## src/rtl/mips_pkg.sv

```systemverilog
// Shared MIPS encoding constants: opcodes, funct codes and the encoder's
// descriptor class / ALU-op encodings.
package mips_pkg;

    typedef enum logic [2:0] {
        KindR    = 3'd0,
        KindLw   = 3'd1,
        KindSw   = 3'd2,
        KindBeq  = 3'd3,
        KindAddi = 3'd4,
        KindJ    = 3'd5
    } kind_e;

    typedef enum logic [2:0] {
        AluAdd = 3'd0,
        AluSub = 3'd1,
        AluAnd = 3'd2,
        AluOr  = 3'd3,
        AluSlt = 3'd4
    } alu_e;

    localparam logic [5:0] OpRtype = 6'b000000;
    localparam logic [5:0] OpLw    = 6'b100011;
    localparam logic [5:0] OpSw    = 6'b101011;
    localparam logic [5:0] OpBeq   = 6'b000100;
    localparam logic [5:0] OpAddi  = 6'b001000;
    localparam logic [5:0] OpJ     = 6'b000010;

    localparam logic [5:0] FunctAdd = 6'h20;
    localparam logic [5:0] FunctSub = 6'h22;
    localparam logic [5:0] FunctAnd = 6'h24;
    localparam logic [5:0] FunctOr  = 6'h25;
    localparam logic [5:0] FunctSlt = 6'h2A;

    function automatic logic alu_legal(input logic [2:0] alu);
        return alu <= 3'd4;
    endfunction

    function automatic logic [5:0] alu_funct(input logic [2:0] alu);
        logic [5:0] funct;
        case (alu_e'(alu))
            AluAdd:  funct = FunctAdd;
            AluSub:  funct = FunctSub;
            AluAnd:  funct = FunctAnd;
            AluOr:   funct = FunctOr;
            AluSlt:  funct = FunctSlt;
            default: funct = 6'h00;
        endcase
        return funct;
    endfunction

endpackage

```

## src/rtl/sync_fifo.sv

```systemverilog
// Single-clock FIFO with wrap-bit pointers; push when full and pop when
// empty are ignored.
module sync_fifo #(
    parameter int unsigned WIDTH = 32,
    parameter int unsigned DEPTH = 4
) (
    input  logic             clk,
    input  logic             rst,
    input  logic             push,
    input  logic [WIDTH-1:0] wdata,
    input  logic             pop,
    output logic [WIDTH-1:0] rdata,
    output logic             full,
    output logic             empty
);

    localparam int unsigned AW = $clog2(DEPTH);
    localparam logic [AW:0] PtrOne = {{AW{1'b0}}, 1'b1};

    logic [WIDTH-1:0] mem_q [DEPTH];
    logic [AW:0]      wr_ptr_q, rd_ptr_q;
    logic             do_push, do_pop;

    assign do_push = push & ~full;
    assign do_pop  = pop & ~empty;

    always_ff @(posedge clk or posedge rst) begin
        if (rst) begin
            wr_ptr_q <= '0;
            rd_ptr_q <= '0;
        end else begin
            if (do_push) wr_ptr_q <= wr_ptr_q + PtrOne;
            if (do_pop)  rd_ptr_q <= rd_ptr_q + PtrOne;
        end
    end

    // Storage needs no reset; empty pointers hide stale contents.
    always_ff @(posedge clk) begin
        if (do_push) mem_q[wr_ptr_q[AW-1:0]] <= wdata;
    end

    assign rdata = mem_q[rd_ptr_q[AW-1:0]];
    assign empty = (wr_ptr_q == rd_ptr_q);
    assign full  = (wr_ptr_q[AW] != rd_ptr_q[AW]) &&
                   (wr_ptr_q[AW-1:0] == rd_ptr_q[AW-1:0]);

endmodule

```

## src/rtl/instr_encoder.sv

```systemverilog
// Packs instruction descriptors into MIPS words, buffers them and writes
// them to instruction memory at consecutive word addresses.
module instr_encoder
    import mips_pkg::*;
#(
    parameter int unsigned        FIFO_DEPTH = 4,
    parameter int unsigned        ADDR_W     = 32,
    parameter logic [ADDR_W-1:0]  BASE_ADDR  = '0
) (
    input  logic              clk,
    input  logic              rst,
    input  logic              in_valid,
    output logic              in_ready,
    input  logic [2:0]        in_kind,
    input  logic [2:0]        in_alu,
    input  logic [4:0]        in_rs,
    input  logic [4:0]        in_rt,
    input  logic [4:0]        in_rd,
    input  logic [15:0]       in_imm,
    input  logic [25:0]       in_target,
    output logic              mem_we,
    input  logic              mem_ready,
    output logic [ADDR_W-1:0] mem_addr,
    output logic [31:0]       mem_wdata,
    output logic              err
);

    localparam logic [ADDR_W-1:0] AddrStep = ADDR_W'(4);

    logic [31:0]       enc_word;
    logic              enc_legal;
    logic              accept, push, pop;
    logic              fifo_full, fifo_empty;
    logic [31:0]       fifo_rdata;
    logic [ADDR_W-1:0] addr_q;
    logic              err_q;

    always_comb begin
        enc_word  = '0;
        enc_legal = 1'b1;
        case (kind_e'(in_kind))
            KindR: begin
                enc_legal = alu_legal(in_alu);
                enc_word  = {OpRtype, in_rs, in_rt, in_rd, 5'd0, alu_funct(in_alu)};
            end
            KindLw:   enc_word = {OpLw, in_rs, in_rt, in_imm};
            KindSw:   enc_word = {OpSw, in_rs, in_rt, in_imm};
            KindBeq:  enc_word = {OpBeq, in_rs, in_rt, in_imm};
            KindAddi: enc_word = {OpAddi, in_rs, in_rt, in_imm};
            KindJ:    enc_word = {OpJ, in_target};
            default:  enc_legal = 1'b0;
        endcase
    end

    // Illegal descriptors are consumed but never reach the FIFO.
    assign in_ready = ~fifo_full & ~rst;
    assign accept   = in_valid & in_ready;
    assign push     = accept & enc_legal;
    assign pop      = ~fifo_empty & mem_ready;

    sync_fifo #(
        .WIDTH (32),
        .DEPTH (FIFO_DEPTH)
    ) u_fifo (
        .clk   (clk),
        .rst   (rst),
        .push  (push),
        .wdata (enc_word),
        .pop   (pop),
        .rdata (fifo_rdata),
        .full  (fifo_full),
        .empty (fifo_empty)
    );

    always_ff @(posedge clk or posedge rst) begin
        if (rst) begin
            addr_q <= BASE_ADDR;
            err_q  <= 1'b0;
        end else begin
            if (pop)                  addr_q <= addr_q + AddrStep;
            if (accept && !enc_legal) err_q  <= 1'b1;
        end
    end

    assign mem_we    = ~fifo_empty;
    assign mem_wdata = fifo_empty ? 32'h0 : fifo_rdata;
    assign mem_addr  = addr_q;
    assign err       = err_q;

endmodule

```

## config.mk

```make
export PLATFORM = sky130hd
export DESIGN_NAME = instr_encoder
export DESIGN_NICKNAME = d
export VERILOG_FILES = /design/src/rtl/mips_pkg.sv /design/src/rtl/sync_fifo.sv /design/src/rtl/instr_encoder.sv
export SDC_FILE = /design/constraint.sdc
export NUM_CORES = 1
export LEC_CHECK = 0
export CAP_MARGIN = 30
export CORE_ASPECT_RATIO = 1.2
export CORE_MARGIN = 2
export CORE_UTILIZATION = 50
export CTS_BUF_LIST = sky130_fd_sc_hd__clkbuf_2 sky130_fd_sc_hd__clkbuf_4 sky130_fd_sc_hd__clkbuf_8
export CTS_CLUSTER_DIAMETER = 120
export DETAILED_ROUTE_END_ITERATION = 10
export PLACE_DENSITY = 0.77
export SYNTH_ARGS = -nofsm -noshare
export SYNTH_HDL_FRONTEND = slang
export SYNTH_SLANG_ARGS = --single-unit
```

## constraint.sdc

```tcl
create_clock -name clk -period 2.8 [get_ports clk]
set_input_delay 0.56 -clock clk [delete_from_list [all_inputs] [get_ports clk]]
set_output_delay 0.56 -clock clk [all_outputs]
set_load 0.05 [all_outputs]
```

==> impl_metrics.tcl <==
set metrics [dict create \
    worstPathArrival_ns 2.09 \
    worst-path-buf-inv 2 \
    finalCritPeriodShare_pct 94.5 \
    worstRegToRegCells 4 \
    setup.worst_path.start_class "register" \
    synthTopCellsByArea "edfxtp_1, dfrtp_1, mux4_2" \
    start_util_pct 50.8 \
    min_path_cells 1 \
    slew_headroom_pct 64.3 \
    reg2reg_from "mem_addr[15]$_DFFE_PP0P_" \
    yosysUniqueCellTypes 53 \
    clkTransAtPathRegs_ns 0.08 \
    vias 4637 \
    cts-htree-levels 4 \
    final_cells 808 \
    async_flop_share_pct 23.6 \
    yosys_warnings 0 \
    cts_buffers 17 \
    final_common_cell "edfxtp_1" \
    fin_skew_ns 0.00563 \
    finalHoldViolations 0 \
    setup_viol 0 \
    synthCells 481 \
    antenna_left 0 \
    crit_type "reg -> out" \
    synth-edff-count 120 \
    power_leakage_nw 3.38 \
    viasPerCell 5.74 \
    worstSkewPairLatency_ns 0.44 \
    synth-seq-cells 157 \
    cpPeakStageDelay_ns 0.41 \
    place_inst 777 \
    ctsHoldBuffers 0 \
    gr-usage-all-layers_pct 20.4 \
    finalMaxSlewViolations 0 \
    grt_antenna_before_repair 0 \
    cap_violations 0 \
    clock-sinks 157 \
    cpMaxStageDelayCell "dfrtp_1" \
    cts_buffer_depth 2 \
    tritoncts "yes" \
    most-common-layout-cells "edfxtp_1, clkdlybuf4s50_1, buf_4" \
    core_um2 14300 \
    syn_to_final_growth_pct 26.2 \
    first_pass_iters 5 \
    tns_ns 0 \
    drc 0 \
    seq_area_frac_synth_pct 62.4 \
    synth_top_area_cell "edfxtp_1" \
    path_delay_family "buffers and inverters" \
    status "finished, final reports clean" \
    routabilityCongestion 0.869 \
    grt_pass1_vias 4716 \
    io_pins 134 \
    wl_mm 15.1 \
    final_nets 695 \
    rows 48 \
    synthFlopType "edfxtp_1" \
    grt_remaining_overflow 0 \
    crit_fanout 36 \
    avgSynthCellArea_um2 15.1 \
    powerDensity_nw_per_um2 999 \
    fillCellCount 1031 \
    antenna_cells 0 \
    cp.required_ns 2.24 \
    crit_cells 5 \
    ir_drop_mv 0.598 \
    path_cells "xor2_1, and3b_1, inv_4, and2_1, buf_4" \
    io_buffer_count 130 \
    syn_area_um2 7260 \
    worst_pin_slew_ns 0.536 \
    grt_max_degree 38 \
    rsz0062_at_grt "false" \
    worstSetupStartpoint "u_fifo.rd_ptr_q[2]$_DFFE_PP0P_" \
    drive_above_1_share_pct 20.5 \
    synth_top_area_share_pct 49.7 \
    grt_pass1_wl_mm 24.1 \
    timing.final.crit_period_ns 2.65 \
    die_h_um 136 \
    die-area_um2 15500 \
    clock.fmax_mhz 378 \
    drt-initial-drc-count 361 \
    hold_start "mem_addr[31]$_DFFE_PP0P_" \
    cp-end-kind "output port" \
    detailedPlacementHpwl_mm 10.6 \
    die_w_um 114 \
    avgRoutedWirePerCell_um 18.7 \
    hold_path_class "reg -> reg" \
    root_buffer "clkbuf_8" \
]
-- worst reg2reg max path, cell delays in order (launching register included) --
cell and delay [ns]:
dfrtp_1 0.47, nand4_2 0.18, or4_1 0.77, nor4_2 0.33, xor2_1 0.18
-- worst paths after layout --
kind                                                        to  slack, ns
worst max register to register        mem_addr[28]$_DFFE_PP0P_       0.80
worst min-delay path                  mem_addr[31]$_DFFE_PP0P_       0.48
min in group asynchronous              mem_addr[8]$_DFFE_PP0P_       0.60
max in group asynchronous       u_fifo.rd_ptr_q[0]$_DFFE_PP0P_       1.85
worst min register to register        mem_addr[31]$_DFFE_PP0P_       0.48
worst max-delay path                             mem_wdata[13]       0.15
-- flip-flops by register name (all words and copies together), names as in the netlist --
| name | flops |
|---|---|
| u_fifo.rd_ptr_q | 3 |
| err | 1 |
| u_fifo.wr_ptr_q | 3 |
| mem_addr | 30 |
| u_fifo.mem_q | 120 |
-- cell usage after synthesis (7+ instances only) --
cell,number
o2bb2ai_1,9
nor2_1,12
xnor2_1,20
a22o_1,22
mux4_2,30
a221o_1,9
nor2b_1,11
inv_1,7
clkbuf_1,18
xor2_1,18
nand3_1,14
buf_2,9
and3_1,8
nand2_1,16
and2_1,34
a21oi_1,13
dfrtp_1,37
edfxtp_1,120
-- power by group --
| group | total (mW) | switching, mW | internal, mW |
|---|---|---|---|
| logic | 4.58 | 2.95 | 1.63 |
| clock network | 1.61 | 0.820 | 0.786 |
| registers | 2.96 | 0.164 | 2.79 |
-- layer usage --
layer  global-route usage (%)  wire, um  vias up
li1                         -         -     2136
met1                     25.8      6150     2308
met2                     35.0      7850      178
met3                     4.73       979       15
met4                     6.30       134        0
met5                        0         0        -
-- final cells by class --
class | count | area [um^2] | area share, %
flip-flops and latches | 157 | 4530 | 49.5
multi-input cells | 283 | 2530 | 27.7
repair buffers | 154 | 1460 | 16.0
clock buffers | 17 | 234 | 2.56
well taps | 175 | 219 | 2.39
clock inverters | 13 | 143 | 1.56
inverters | 9 | 36.3 | 0.396
-- repair_timing --
action                                  in CTS  in global routing
endpoints found under the setup margin      31                  0
resized for setup                            1                  0
buffers inserted                             0                  0
-- stage by stage --
stage | hold WS (ns) | utilization [%] | worst slack [ns] | total power [mW] | instance area [um^2]
after floorplan | 0.460 | - | 0.0230 | 6.22 | 7270
after global placement | 0.458 | 61.4 | 0.229 | 7.56 | 8770
after detailed placement | 0.466 | 61.4 | 0.123 | 7.62 | 8770
after CTS | 0.482 | 64.0 | 0.0975 | 9.24 | 9150
after global routing | 0.497 | 64.1 | 0.0325 | 9.55 | 9160
final | 0.477 | 64.1 | 0.154 | 9.15 | 9160
-- cell families after synthesis --
logic type	Yosys count	synth area share, %
xor+xnor	38	4.59
flops	157	62.4
other cells	1	0.0517
simple gates	135	11.8
fa+ha+maj	6	1.03
mux	38	10.4
compound gates	63	6.83
buf+inv	43	2.79
Power figures use the tool's default switching activity.
